`config.mk`:
```
export PLATFORM = sky130hd
export DESIGN_NAME = chime_alarm_gen
export DESIGN_NICKNAME = d
export VERILOG_FILES = /design/src/rtl/chime_alarm_gen.sv
export SDC_FILE = /design/constraint.sdc
export NUM_CORES = 1
export LEC_CHECK = 0
export CAP_MARGIN = 20
export CORE_MARGIN = 10
export CORE_UTILIZATION = 50
export DETAILED_ROUTE_END_ITERATION = 8
export DONT_BUFFER_PORTS = 1
export HOLD_SLACK_MARGIN = 0.12
export SYNTH_ARGS = -nofsm -noshare
export SYNTH_HDL_FRONTEND = slang
export SYNTH_SLANG_ARGS = --single-unit
```
`constraint.sdc`:
```
create_clock -name cp -period 4.25 [get_ports cp]
set_input_delay 0.85 -clock cp [delete_from_list [all_inputs] [get_ports cp]]
set_output_delay 0.85 -clock cp [all_outputs]
set_load 0.02 [all_outputs]
```
`src/rtl/chime_alarm_gen.sv`:
```
// Hourly chime and multi-channel alarm buzzer generator.
// On the last second of each hour it sounds one strike per upcoming hour.
// Alarm channels take priority over the chime and can be snoozed.
module chime_alarm_gen #(
    parameter int NUM_ALARMS  = 2,
    parameter int HALF_CYC    = 4,
    parameter int H12         = 0,
    parameter int ALARM_SECS  = 60,
    parameter int SNOOZE_SECS = 300
) (
    input  logic                  cp,
    input  logic                  rst,
    input  logic [7:0]            hours,
    input  logic [7:0]            minte,
    input  logic [7:0]            secd,
    input  logic                  sec_tick,
    input  logic                  chime_en,
    input  logic                  al_we,
    input  logic [1:0]            al_sel,
    input  logic [7:0]            al_hour,
    input  logic [7:0]            al_min,
    input  logic [NUM_ALARMS-1:0] al_en,
    input  logic                  snooze,
    output logic                  ring,
    output logic                  busy,
    output logic [NUM_ALARMS-1:0] al_active
);

    localparam int CW   = (HALF_CYC > 1) ? $clog2(HALF_CYC) : 1;
    localparam int SMAX = (ALARM_SECS > SNOOZE_SECS) ? ALARM_SECS : SNOOZE_SECS;
    localparam int SW   = $clog2(SMAX + 1);
    localparam logic [CW-1:0] CYC_LAST   = CW'(HALF_CYC - 1);
    localparam logic [SW-1:0] ALARM_LAST = SW'(ALARM_SECS - 1);
    localparam logic [SW-1:0] SNZ_LAST   = SW'(SNOOZE_SECS - 1);

    typedef enum logic [2:0] {IDLE, CH_HI, CH_LO, ALARM, SNOOZE} state_t;

    state_t                  state_q, state_d;
    logic [4:0]              strk_q, strk_d;
    logic [CW-1:0]           cyc_q, cyc_d;
    logic [SW-1:0]           sec_q, sec_d;
    logic                    phase_q, phase_d;
    logic [NUM_ALARMS-1:0]   act_q, act_d;
    logic [7:0]              hr_q [NUM_ALARMS];
    logic [7:0]              mn_q [NUM_ALARMS];

    logic [NUM_ALARMS-1:0]   match_oh;
    logic                    any_match;
    logic [7:0]              hr_bin;
    logic                    hr_valid;
    logic [4:0]              hr_next, hr_mod, strikes_init;
    logic                    chime_trig, act_lost, cyc_wrap;

    // Alarm time registers; a write to a channel that does not exist matches no k.
    always_ff @(posedge cp) begin
        if (rst) begin
            for (int k = 0; k < NUM_ALARMS; k++) begin
                hr_q[k] <= 8'h00;
                mn_q[k] <= 8'h00;
            end
        end else if (al_we) begin
            for (int k = 0; k < NUM_ALARMS; k++) begin
                if (al_sel == 2'(k)) begin
                    hr_q[k] <= al_hour;
                    mn_q[k] <= al_min;
                end
            end
        end
    end

    // Alarm match with lowest-index priority (descending loop, last hit wins).
    always_comb begin
        match_oh  = '0;
        any_match = 1'b0;
        for (int k = NUM_ALARMS - 1; k >= 0; k--) begin
            if (sec_tick && al_en[k] && hours == hr_q[k] && minte == mn_q[k]
                && secd == 8'h00) begin
                match_oh    = '0;
                match_oh[k] = 1'b1;
                any_match   = 1'b1;
            end
        end
    end

    // Strike count from the upcoming hour; invalid BCD hours suppress the trigger.
    always_comb begin
        hr_bin   = {4'd0, hours[7:4]} * 8'd10 + {4'd0, hours[3:0]};
        hr_valid = (hours[7:4] <= 4'd2) && (hours[3:0] <= 4'd9) && (hr_bin <= 8'd23);
        hr_next  = (hr_bin == 8'd23) ? 5'd0 : hr_bin[4:0] + 5'd1;
        hr_mod   = (hr_next >= 5'd12) ? hr_next - 5'd12 : hr_next;
        if (H12 != 0) begin
            strikes_init = (hr_mod == 5'd0) ? 5'd12 : hr_mod;
        end else begin
            strikes_init = (hr_next == 5'd0) ? 5'd24 : hr_next;
        end
        chime_trig = sec_tick && chime_en && minte == 8'h59 && secd == 8'h59 && hr_valid;
    end

    // Next-state logic and outputs.
    always_comb begin
        state_d  = state_q;
        strk_d   = strk_q;
        cyc_d    = cyc_q;
        sec_d    = sec_q;
        phase_d  = phase_q;
        act_d    = act_q;
        act_lost = |(act_q & ~al_en);
        cyc_wrap = (cyc_q == CYC_LAST);

        unique case (state_q)
            IDLE, CH_HI, CH_LO: begin
                if (any_match) begin
                    // Alarm preempts any chime in progress.
                    state_d = ALARM;
                    act_d   = match_oh;
                    sec_d   = '0;
                    cyc_d   = '0;
                    phase_d = 1'b1;
                end else if (state_q == IDLE) begin
                    if (chime_trig) begin
                        state_d = CH_HI;
                        strk_d  = strikes_init;
                        cyc_d   = '0;
                    end
                end else begin
                    cyc_d = cyc_wrap ? '0 : cyc_q + CW'(1);
                    if (cyc_wrap) begin
                        if (state_q == CH_HI) begin
                            state_d = CH_LO;
                        end else if (strk_q <= 5'd1) begin
                            state_d = IDLE;
                        end else begin
                            state_d = CH_HI;
                            strk_d  = strk_q - 5'd1;
                        end
                    end
                end
            end
            ALARM: begin
                if (act_lost) begin
                    state_d = IDLE;
                    act_d   = '0;
                end else if (snooze) begin
                    state_d = SNOOZE;
                    sec_d   = '0;
                    phase_d = 1'b0;
                end else if (sec_tick && sec_q == ALARM_LAST) begin
                    state_d = IDLE;
                    act_d   = '0;
                end else begin
                    cyc_d = cyc_wrap ? '0 : cyc_q + CW'(1);
                    if (cyc_wrap) phase_d = ~phase_q;
                    if (sec_tick) sec_d = sec_q + SW'(1);
                end
            end
            SNOOZE: begin
                if (act_lost) begin
                    state_d = IDLE;
                    act_d   = '0;
                end else if (sec_tick) begin
                    if (sec_q == SNZ_LAST) begin
                        state_d = ALARM;
                        sec_d   = '0;
                        cyc_d   = '0;
                        phase_d = 1'b1;
                    end else begin
                        sec_d = sec_q + SW'(1);
                    end
                end
            end
            default: state_d = IDLE;
        endcase

        ring      = (state_q == CH_HI) || (state_q == ALARM && phase_q);
        busy      = (state_q != IDLE);
        al_active = act_q;
    end

    // State and counter registers.
    always_ff @(posedge cp) begin
        if (rst) begin
            state_q <= IDLE;
            strk_q  <= '0;
            cyc_q   <= '0;
            sec_q   <= '0;
            phase_q <= 1'b0;
            act_q   <= '0;
        end else begin
            state_q <= state_d;
            strk_q  <= strk_d;
            cyc_q   <= cyc_d;
            sec_q   <= sec_d;
            phase_q <= phase_d;
            act_q   <= act_d;
        end
    end

endmodule
```
==> results.md <==
* Wirelength, routed at 8543 um
* Via count of the first global-routing pass at 2846
* Rel. slew slack at 48.03%
* Area growth, synth to finish at 5.458%
* Share of layout cells above drive strength 1 at 6.366%
* Max cap viols at 0
* Setup ws final at 746.4 ps
* # Post-CTS Setup Buffers at 0
* Worst min path class: register to register
* Gp weighted congestion at 0.8663
* TritonRoute pass-1 iters at 4
* Vias at 2811
* Post-synth EDFFs at 32
* Global-route wire length before repair at 14240 um
* Crit path DAT at 3740 ps
* Dominant cells by area after synthesis: edfxtp_1 (27%), dfxtp_1 (12%), xnor2_1 (6.9%)
* Total track usage at 15.84%
* Hold Fails Final Rpt at 0
* Combinational family with the most area after synthesis: simple AND/OR/NAND/NOR gates
* Die area at 10880 sq um
* TritonCTS clock tree: done
* Clock Tree Buf Depth at 2
* Crit Path Category: primary input to register
* RR Startpoint: mn_q[0][6]
* Post-synth top flop: edfxtp_1
* Placed Area at 3650 sq um
* DRC at 0
* Biggest area consumer among synthesized cells: edfxtp_1
* Initial antenna violation count at 0
* Rows at 30
* Ys async rst share at 0%
* Finished Cell Area at 3747 sq um
* Port bufs at 0
* Clock buffer count from CTS at 5
* Die Ht at 104.3 um
* Mapped Cells at 376
* Top-Level Pins at 54
* Max H-tree Level at 2
* Status: complete, no violations
* Sink of the worst hold path: strk_q[4]
* CP endpoint kind: register
* Multiplexer area fraction after synthesis at 0.3169%
* Slew @ Worst Pin at 776.7 ps
* Synth cell types at 67
* Post-cts resize count at 0
* WP data required at 4480 ps
* Worst IR Drop VDD at 0.1725 mV
* CP Max Fanout at 7
* First DRT Iteration DRCs at 103
* Yosys reg bits at 54
* Critical R2R Capture: sec_q[3]
* Antenna viol nets, final at 0
* Register area share after synthesis at 39.44%
* Synthesized Nets at 440
* Mean Syn Cell Area at 9.451 sq um
* Worst Hold Slack at 485.9 ps
* DP Wirelength at 6787 um
* Layout Skew at 9.010 ps
* Slew Viols, Final at 0
* R2R cell count at 7
* PwrDens at 304.4 nW/um^2
* Clock Latency Late Sink at 320 ps
* WL/cell at 18.06 um
* Worst R2R Setup Slack at 1560 ps
* RSZ-0062 raised after global routing: no
* Post-synthesis xor/xnor area fraction at 9.577%
* # clock sinks at 54
* Initial Util at 51.73%
* Yosys warnings at 0
* Period utilization at 82.44%
* Simple-gate area share of the yosys netlist at 23.38%
* Die X at 104.3 um
* Final net count at 440
* Largest net degree at the start of global routing at 20
* Max Fclk at 285.4 MHz
* LEAKAGE at 1.237 nW
* Synth Area in Compound Gates at 18.63%
* Grt total ovfl at 0
* Startpoint types: primary input
* Clk root buf: clkbuf_8
* Adder-cell share of the synthesized area at 5.352%
* Worst hold stages at 2
* Post-synth top area share at 27.04%
* Routed vias/inst at 5.943
* Core area at 6869 sq um
* Setup TNS at 0 ps
* # diodes at 0
* Clock slew at reported path FFs at 100 ps
* Origin of the worst min-delay path: strk_q[4]
* Hold-fix buffers, CTS at 0
* Tmin final at 3504 ps
* Mapped cell area at 3553 sq um
* Setup WS pre-CTS at 421.7 ps
* Fill cells at 643
* Finish-stage setup viols at 0
[how the worst max path moves through the flow]
| stage | startpoint | end | slack (ps) | cells past startpoint |
|---|---|---|---|---|
| floorplan | hours[5] | strk_q[2] | 550 | 10 |
| global placement | hours[5] | strk_q[2] | 460 | 10 |
| detailed placement | hours[5] | strk_q[2] | 420 | 10 |
| CTS | hours[5] | strk_q[2] | 750 | 10 |
| global route | hours[5] | strk_q[2] | 610 | 10 |
| finish | hours[5] | strk_q[2] | 750 | 10 |
[placed cells by master (no fill, tap or decap), types with 4 or more instances in the layout]
| cell type | count |
|---|---|
| nor3_1 | 8 |
| o21ai_0 | 19 |
| o31ai_1 | 7 |
| nor2_1 | 25 |
| nand4b_1 | 5 |
| inv_1 | 18 |
| or4_1 | 7 |
| a21oi_1 | 24 |
| nand3_1 | 12 |
| o41ai_1 | 6 |
| xnor2_1 | 28 |
| nand2_1 | 23 |
| clkbuf_8 | 5 |
| nor4_1 | 5 |
| and2_1 | 17 |
| nor4bb_1 | 4 |
| dfxtp_1 | 22 |
| xor2_1 | 9 |
| o21a_1 | 5 |
| ha_1 | 12 |
| nand4_1 | 13 |
| edfxtp_1 | 32 |
| nor2b_1 | 5 |
[final cells by class]
cell class,count,area (sq um),area share (%)
Timing Repair Buffer,3,22.52,0.6010
Clock buffer,5,68.82,1.836
Clock inverter,3,28.78,0.7679
Multi-Input combinational cell,293,2034,54.29
Sequential cell,54,1401,37.40
Inverter,19,71.32,1.903
Tap cell,96,120.1,3.205
[registers in the layout, indices dropped and copies added, names as in the netlist]
name / flops
hr_q: 16
mn_q: 16
sec_q: 9
strk_q: 5
state_q: 3
al_active: 2
cyc_q: 2
phase_q: 1
[through the flow]
step	power, mW	utilization (%)	instances
2_1_floorplan	0.7976	-	376
3_3_place_gp	0.8399	53.13	465
5_1_grt	1.203	54.55	473
4_1_cts	1.148	54.55	473
3_5_place_dp	0.8432	53.13	465
6_report	1.141	54.55	473
[critical path, stage by stage]
cell	delay, ps
ha_1	270
ha_1	230
inv_1	80
fa_1	430
nand4b_1	170
or4_1	440
a221o_1	390
o21a_4	230
or3_4	390
a221oi_2	250
[cell usage after synthesis (2+ instances only)]
| library cell | count |
|---|---|
| nand2b_1 | 3 |
| edfxtp_1 | 32 |
| or3_1 | 2 |
| xor2_1 | 9 |
| nor2b_1 | 5 |
| a21o_1 | 2 |
| fa_1 | 2 |
| o21ai_0 | 21 |
| nand2_1 | 23 |
| a221o_1 | 2 |
| clkbuf_1 | 7 |
| xnor2_1 | 28 |
| a22o_1 | 2 |
| a31oi_1 | 3 |
| nand3b_1 | 2 |
| and3_1 | 2 |
| or4_1 | 7 |
| a211oi_1 | 3 |
| and2_1 | 17 |
| o22ai_1 | 2 |
| dfxtp_1 | 22 |
| nand4_1 | 13 |
| ha_1 | 12 |
| o31ai_1 | 7 |
| nor4bb_1 | 4 |
| nor2_1 | 25 |
| inv_1 | 18 |
| nor3_1 | 8 |
| a21oi_1 | 24 |
| nor4_1 | 5 |
| o21a_1 | 5 |
| nand3_1 | 12 |
| nor3b_1 | 3 |
| nand4b_1 | 5 |
| o2bb2ai_1 | 2 |
| o41ai_1 | 6 |
[logic make-up (layout without fill, tap and decap cells)]
family          after synthesis  after routing
mux                           1              1
xor+xnor                     38             38
fa+ha+maj                    14             14
buf+inv                      29             30
compound gates               97             97
flops                        54             54
simple gates                143            143
[power by group]
group          internal, mW  switching [mW]  total (mW)
Sequential            0.585          0.0195       0.605
Clock                 0.124           0.186       0.309
Combinational        0.0982           0.128       0.226
[metal layers]
layer	vias to the layer above	global-route usage, %	wire length (um)
met4	0	4.175	122
met5	-	0	0
met3	11	6.134	657
met1	1328	18.94	3647
met2	60	25.83	4115
li1	1412	-	-
No activity file was read; power rests on OpenSTA's default activity.
